===== config.mk =====
export PLATFORM = sky130hd
export DESIGN_NAME = fetch_unit
export DESIGN_NICKNAME = d
export VERILOG_FILES = /design/src/rtl/fetch_unit_pkg.sv /design/src/rtl/fetch_unit_branch_lut.sv /design/src/rtl/fetch_unit.sv
export SDC_FILE = /design/constraint.sdc
export NUM_CORES = 1
export LEC_CHECK = 0
export ABC_AREA = 1
export CAP_MARGIN = 20
export CORE_MARGIN = 2
export CORE_UTILIZATION = 47
export DETAILED_ROUTE_END_ITERATION = 8
export PLACE_DENSITY_LB_ADDON = 0.1
export SYNTH_ARGS = -nofsm -noshare
export SYNTH_HDL_FRONTEND = slang
export SYNTH_SLANG_ARGS = --single-unit

===== constraint.sdc =====
create_clock -name CLK -period 1.3 [get_ports CLK]
set_input_delay 0.195 -clock CLK [delete_from_list [all_inputs] [get_ports CLK]]
set_output_delay 0.195 -clock CLK [all_outputs]
set_load 0.005 [all_outputs]

===== src/rtl/fetch_unit_pkg.sv =====
// Shared definitions for the fetch stage: state encoding, default widths and
// the assembler-generated branch/jump target table.
package fetch_unit_pkg;

  typedef enum logic [1:0] {
    IDLE = 2'd0,
    RUN  = 2'd1,
    HALT = 2'd2
  } fetch_state_e;

  localparam int FETCH_PC_W  = 10;
  localparam int FETCH_TGT_W = 4;

  // Regenerated by the assembler for each program; entries wider than PC_W are truncated.
  localparam int BR_TARGETS [16] = '{
    16, 40, 100, 200, 300, 350, 400, 450,
    500, 600, 700, 800, 900, 1000, 1020, 1023
  };

endpackage


===== src/rtl/fetch_unit_branch_lut.sv =====
// Combinational target lookup: maps the instruction's target index to a PC
// through the constant BR_TARGETS table.
module branch_lut
  import fetch_unit_pkg::*;
#(
  parameter int PC_W  = FETCH_PC_W,
  parameter int TGT_W = FETCH_TGT_W
) (
  input  logic [TGT_W-1:0] tgt_idx,
  output logic [PC_W-1:0]  target
);

  always_comb begin
    target = PC_W'(BR_TARGETS[tgt_idx]);
  end

endmodule


===== src/rtl/fetch_unit.sv =====
// Program counter and run/halt sequencing ahead of the controller.
// Optional macro FETCH_CYCLE_COUNT_EN enables the saturating RUN-cycle counter.
module fetch_unit
  import fetch_unit_pkg::*;
#(
  parameter int PC_W       = FETCH_PC_W,
  parameter int TGT_W      = FETCH_TGT_W,
  parameter int START_ADDR = 0
) (
  input  logic             CLK,
  input  logic             reset,
  input  logic             start,
  input  logic             br_ctrl,
  input  logic             jmp_ctrl,
  input  logic             done_ctrl,
  input  logic             acc_nz,
  input  logic [TGT_W-1:0] tgt_idx,
  output logic [PC_W-1:0]  pc,
  output logic             running,
  output logic             done,
  output logic             pc_fault,
  output logic [15:0]      cycle_count
);

  localparam logic [PC_W-1:0] START_PC = PC_W'(START_ADDR);

  fetch_state_e    state, state_nxt;
  logic [PC_W-1:0] pc_nxt;
  logic            fault_nxt;
  logic [PC_W-1:0] target;

  branch_lut #(.PC_W(PC_W), .TGT_W(TGT_W)) u_lut (
    .tgt_idx (tgt_idx),
    .target  (target)
  );

  always_ff @(posedge CLK or posedge reset) begin
    if (reset) begin
      state    <= IDLE;
      pc       <= START_PC;
      pc_fault <= 1'b0;
    end else begin
      state    <= state_nxt;
      pc       <= pc_nxt;
      pc_fault <= fault_nxt;
    end
  end

  // Strict priority in RUN: restart, done, jump, taken branch, sequential.
  always_comb begin
    state_nxt = state;
    pc_nxt    = pc;
    fault_nxt = pc_fault;
    unique case (state)
      IDLE: begin
        if (start) begin
          state_nxt = RUN;
          pc_nxt    = START_PC;
          fault_nxt = 1'b0;
        end
      end
      RUN: begin
        if (start) begin
          pc_nxt    = START_PC;
          fault_nxt = 1'b0;
        end else if (done_ctrl) begin
          state_nxt = HALT;
        end else if (jmp_ctrl || (br_ctrl && acc_nz)) begin
          pc_nxt = target;
        end else begin
          pc_nxt = pc + 1'b1;
          if (pc == {PC_W{1'b1}}) begin
            state_nxt = HALT;
            fault_nxt = 1'b1;
          end
        end
      end
      HALT: begin
        if (start) begin
          state_nxt = RUN;
          pc_nxt    = START_PC;
          fault_nxt = 1'b0;
        end
      end
      default: begin
        state_nxt = IDLE;
        pc_nxt    = START_PC;
      end
    endcase
  end

  always_comb begin
    running = (state == RUN);
    done    = (state == HALT);
  end

`ifdef FETCH_CYCLE_COUNT_EN
  logic [15:0] count_q;

  // Start clears the count even when restarting from RUN.
  always_ff @(posedge CLK or posedge reset) begin
    if (reset) begin
      count_q <= 16'h0000;
    end else if (start && (state != HALT || start)) begin
      count_q <= 16'h0000;
    end else if (state == RUN && count_q != 16'hFFFF) begin
      count_q <= count_q + 16'h0001;
    end
  end

  assign cycle_count = count_q;
`else
  assign cycle_count = 16'h0000;
`endif

endmodule

==> Word level (Yosys, flattened, before mapping) <==
Memory sizes are Yosys's and may differ from the RTL's.
Cells that the tools add are included.
{ "op_classes": {"add_sub_neg": 1, "n_lt_le_gt_ge": 1, "mux": 19, "n_bitwise": 1, "n_reduce_logical": 8, "n_div": 0, "eq_ne": 10, "n_shift": 0, "mul": 0} }
{ "ops": {"columns": ["operator", "count"], "rows": [
  ["10-bit 2-to-1 mux", 6],
  ["10-bit one-hot mux with 2 select lines", 1],
  ["10-bit by 1-bit adder with 10-bit output, second input constant", 1],
  ["10-bit == test, second input constant", 1],
  ["2-bit 2-to-1 mux", 5],
  ["3-bit != test, second input constant", 3],
  ["3-bit by 2-bit != test with 1-bit output, second input constant", 2],
  ["5-bit >= comparator, second input constant", 1],
  ["1-bit 2-to-1 mux", 5],
  ["4-bit inverter with 5-bit output", 1],
  ["5-bit AND reduction", 1],
  ["2-bit one-hot mux with 2 select lines", 1],
  ["4-bit AND reduction", 1],
  ["2-bit by 1-bit == test with 1-bit output, second input constant", 1],
  ["2-bit == test, second input constant", 1],
  ["2-bit zero test", 1],
  ["2-bit by 1-bit != test with 1-bit output, second input constant", 1],
  ["2-bit != test, second input constant", 1],
  ["1-bit one-hot mux with 2 select lines", 1],
  ["2-bit AND reduction", 1],
  ["2-bit nonzero test", 1],
  ["2-bit OR reduction", 1],
  ["1-bit logical AND", 1],
  ["1-bit logical OR", 1]
]} }
{ "totals": {"output_inout_bits": 29, "elab_cells": 44, "mem_count": 1, "romBits": 512, "regBits": 13, "in_bits": 11, "mem_bits_rw": 0, "latchBits": 0} }
{ "mem_list": {"columns": ["name", "depth", "width", "read_ports", "rd_ports_with_merged_regs", "wr", "line_no", "text"], "rows": [
  ["(no name shown)", 16, 32, 1, 0, 0, "fetch_unit_branch_lut.sv:14", "target = PC_W'(BR_TARGETS[tgt_idx]);"]
]} }

==> Depth between registers and ports, before layout <==
{ "logic_depth": {"word_depth": 8, "depth_mapped": 10} }

==> Modules after synthesis <==
From an unflattened synthesis, not the netlist that was laid out.
{ "unflattened": {"cells_unflattened": 211, "hier_area_um2": 1342.5} }
{ "by_module_without_submodules": {"columns": ["module", "area_each_um2", "seq_area_each_um2", "cells_each", "n_inst"], "rows": [
  ["fetch_unit", 1009.7, 325.3, 149, 1],
  ["branch_lut", 332.8, 0.0, 62, 1]
]} }

==> Worst setup path before layout <==
OpenSTA, ideal clock, no wires.
{ "synth_path": {"path_type": "register to register", "from": "register pc[0]", "to": "register state[0]", "period_less_slack_ns": 1.204, "n_path_buf": 0, "arrival_ns": 1.075, "setup_slack_ns": 0.096, "stages_incl_launch_ff": 7, "path_cell_list": "dfrtp_1 > ha_1 > nand2_1 > nor2_1 > nand2_1 > o21ai_1 > nand3b_1"} }
{ "synth_between": {"elab_chain_cells": 3} }
{ "synth_rtl": {"columns": ["element", "line_no", "text"], "rows": [
  ["start, declared", "fetch_unit.sv:18", "output logic [PC_W-1:0] pc,"],
  ["start signal, assigned", "fetch_unit.sv:44", "pc <= pc_nxt;"],
  ["10-bit == test", "fetch_unit.sv:72", "if (pc == {PC_W{1'b1}}) begin"],
  ["3-bit by 2-bit != test with 1-bit output (no line)", null, null],
  ["4-bit AND reduction (no line)", null, null],
  ["end signal, assigned", "fetch_unit.sv:43", "state <= state_nxt;"],
  ["end, declared", "fetch_unit.sv:27", "fetch_state_e state, state_nxt;"]
]} }
Every way passes these cells.
A chain may end at the register's enable or synchronous reset.

==> Worst setup path in the final report <==
{ "layout_path": {"from": "register pc[0]", "to": "output pc[0]"} }
No word-level cell between the ends.

==> run_results.csv <==
group,metric,value,unit
synthesis,synthCells,212,
layout,final_cells,309,
route,drt_iter0_drc,75,
floorplan,start_util,49.0,%
run_status,status,"completed",
route,detail-route-antenna-nets,0,
floorplan,die_w,57.1,um
sta,rsz0062_at_grt,"true",
sta,setup_violations,0,
worst_setup_path,reg2reg_from,"pc[0]$_DFFE_PP0P_",
clocking,clkSinkCount,13,
route,dr.pass1.iters,4,
floorplan,dieHeight,57.1,um
worst_setup_path,cpMaxStageDelayCell,"dfrtp_1",
power,power-per-cell-area,862,nW/um^2
grt,grt_pass1_wl,6350,um
synthesis,netlist-cell-type-count,27,
sta,timing.hold.ws,0.200,ns
synthesis,syn_area_per_cell,6.26,um^2
clocking,clk_latency,0.29,ns
sta,period_minus_slack,1.29,ns
sta,fmax,777,MHz
grt,grt.overflow.total,0,
floorplan,std_cell_rows,19,
grt,grt_usage,24.8,%
synthesis,yosysMostFrequentCell,"nand2_1",
synthesis,synth_area_leader_cell,"dfrtp_1",
worst_setup_path,r2r_cells,8,
power,internal_power,0.00105,W
worst_setup_path,cp_cell_sequence,"buf_4, dlygate4sd2_1",
floorplan,coreArea,2710,um^2
synthesis,synth_edf_count,0,
sta,period_share,99.0,%
synthesis,ys_ff_latch,13,
clocking,cts_buffers,3,
grt,antenna_found_initial,0,
clocking,clock-root-buffer,"clkbuf_4",
power,max-vdd-ir-drop,902,uV
power,clkPwrFrac,15.6,%
clocking,cts_tree,"built",
worst_setup_path,slowest_delay,0.40,ns
floorplan,die_area,3270,um^2
synthesis,synthArstFlopShare,100,%
synthesis,yosys-top-cells-area,"dfrtp_1 25%, nand2_1 21%, nand3_1 9.4%",
synthesis,synth_common_cells,"75 x nand2_1, 26 x inv_1, 25 x nand3_1",
power,p_seq_share,28.8,%
synthesis,synth_ff_type,"dfrtp_1",
worst_setup_path,rrSetupSlack,0.02,ns
power,power,0.00173,W
synthesis,synth_warnings,0,
worst_setup_path,endpoint,"pc[0]",
clocking,clk_pin_slew,0.08,ns
place,dp_hpwl,2770,um
sta,hold_viol_final,0,
route,routed_wl,3980,um
power,p_leak,1.12,nW
grt,grt_max_degree,14,
power,comb_power_share,55.6,%
worst_setup_path,cp.arrival,1.09,ns
run,max_cap_violations,0,
sta,fin_skew,0.00205,ns
synthesis,yosysSeqAreaShare,24.5,%
grt,grt_pass1_vias,1492,
sta,final.setup.tns,0,ns
layout,drive_above_1_share,32.0,%
worst_setup_path,startpoint,"pc[0]$_DFFE_PP0P_",
route,viasPerCell,5.12,
layout,fin_nets,297,
synthesis,synth.cell_area,1330,um^2
worst_setup_path,endpoint_kind,"output port",
layout,antenna_cells,0,
power,p_switching,0.000675,W
worst_setup_path,rr_endpoint,"pc_fault$_DFFE_PP0P_",
synthesis,synth_top_cell_area_share,24.5,%
sta,maxSlewViolCount,0,
route,via_count,1583,
worst_setup_path,worstPathRequired,1.11,ns
place,place.gp.congestion,0.886,
worst_setup_path,critPathKind,"register to output port",
worst_hold_path,hold_path.class,"primary input to async pin",
place,numPortBuffers,23,
clocking,htreeDepth,1,
place,place_inst,289,
floorplan,io_pins,40,
route,wl_per_cell,12.9,um
worst_setup_path,startpoint_type,"register",
route,drc,0,
power,sw_frac_of_total,39.0,%
layout,area_growth,51.2,%
clocking,clock_path_buffers,2,
worst_setup_path,crit_path_max_fanout,4,
## cells in the final DEF (no fill, tap or decap), types with 4 or more instances in the layout
master            n
nand2_2           7
nand2_1          66
inv_1            23
nor2_2            5
dfrtp_2           4
nor2_1           10
inv_2             4
clkdlybuf4s50_1   7
a21oi_1           4
conb_1           16
nand3_1          22
nand2_4           4
buf_6             6
dlygate4sd2_1    13
ha_1              5
buf_4            37
dfrtp_1           9
## cells by family after synthesis
family / synth area share (%)
buffers and inverters: 18.9
XOR/XNOR: 1.32
other: 0.282
AO/OA/AOI/OAI: 7.73
flip-flops: 24.5
AND/OR/NAND/NOR: 40.6
adder cells (fa/ha/maj): 6.60
## how the worst min path moves through the flow
stage / startpoint / endpoint / slack [ns] / cells past startpoint
after CTS: reset / pc[6]$_DFFE_PP0P_ / 0.21 / 3
after detailed placement: pc_fault$_DFFE_PP0P_ / pc_fault$_DFFE_PP0P_ / 0.52 / 2
after global routing: reset / pc[6]$_DFFE_PP0P_ / 0.23 / 3
after global placement: pc_fault$_DFFE_PP0P_ / pc_fault$_DFFE_PP0P_ / 0.50 / 2
after floorplan: reset / pc[0]$_DFFE_PP0P_ / 0.07 / 1
final: reset / pc[9]$_DFFE_PP0P_ / 0.20 / 3
## routing by layer
layer	track usage (%)	vias to the layer above	routed length (um)	share of wire (%)
met2	44.2	74	2050	52
met3	6.35	14	289	7.3
met1	28.5	732	1500	38
met4	9.30	0	138	3.5
met5	0	-	0	0
li1	-	763	-	-
## registers in the layout, indices dropped and copies added, names as in the netlist
register  cells
pc           10
pc_fault      1
state         2
## stage by stage
| step | util [%] | setup WS, ns | cell area [um^2] |
|---|---|---|---|
| global placement | 63.8 | -0.333 | 1730 |
| floorplan | - | 0.0965 | 1380 |
| detailed placement | 63.8 | -0.393 | 1730 |
| finish | 74.1 | 0.0128 | 2010 |
| CTS | 69.1 | 0.0109 | 1870 |
| global route | 74.1 | -0.0838 | 2010 |
## worst max-delay path: cells and delay by family, from the launching register on
family                 cells  cell delay (ns)
buffers and inverters      2             0.41
flip-flops                 1             0.40
## what timing repair did
item | in CTS | in global routing
setup buffers | 12 | 4
pin swaps | 5 | 17
hold buffers | 0 | 0
resized for setup | 35 | 30
endpoints found under the setup margin | 21 | 13
## cell type report
type / instances / area, um^2
fill: 219 / 703
inverter: 28 / 108
multi-input combinational: 166 / 927
tap: 31 / 38.8
timing repair buffer: 67 / 577
sequential: 13 / 330
clock buffer: 4 / 26.3
## power by group through the flow
| stage | logic (W) | registers [W] | clock network [W] |
|---|---|---|---|
| 3_5_place_dp | 0.000691 | 0.000541 | 0 |
| 3_3_place_gp | 0.000675 | 0.000538 | 0 |
| 2_1_floorplan | 0.000366 | 0.000539 | 0 |
| 6_report | 0.000961 | 0.000498 | 0.000271 |
| 4_1_cts | 0.000820 | 0.000494 | 0.000277 |
| 5_1_grt | 0.00105 | 0.000504 | 0.000291 |
Power figures use the tool's default switching activity.
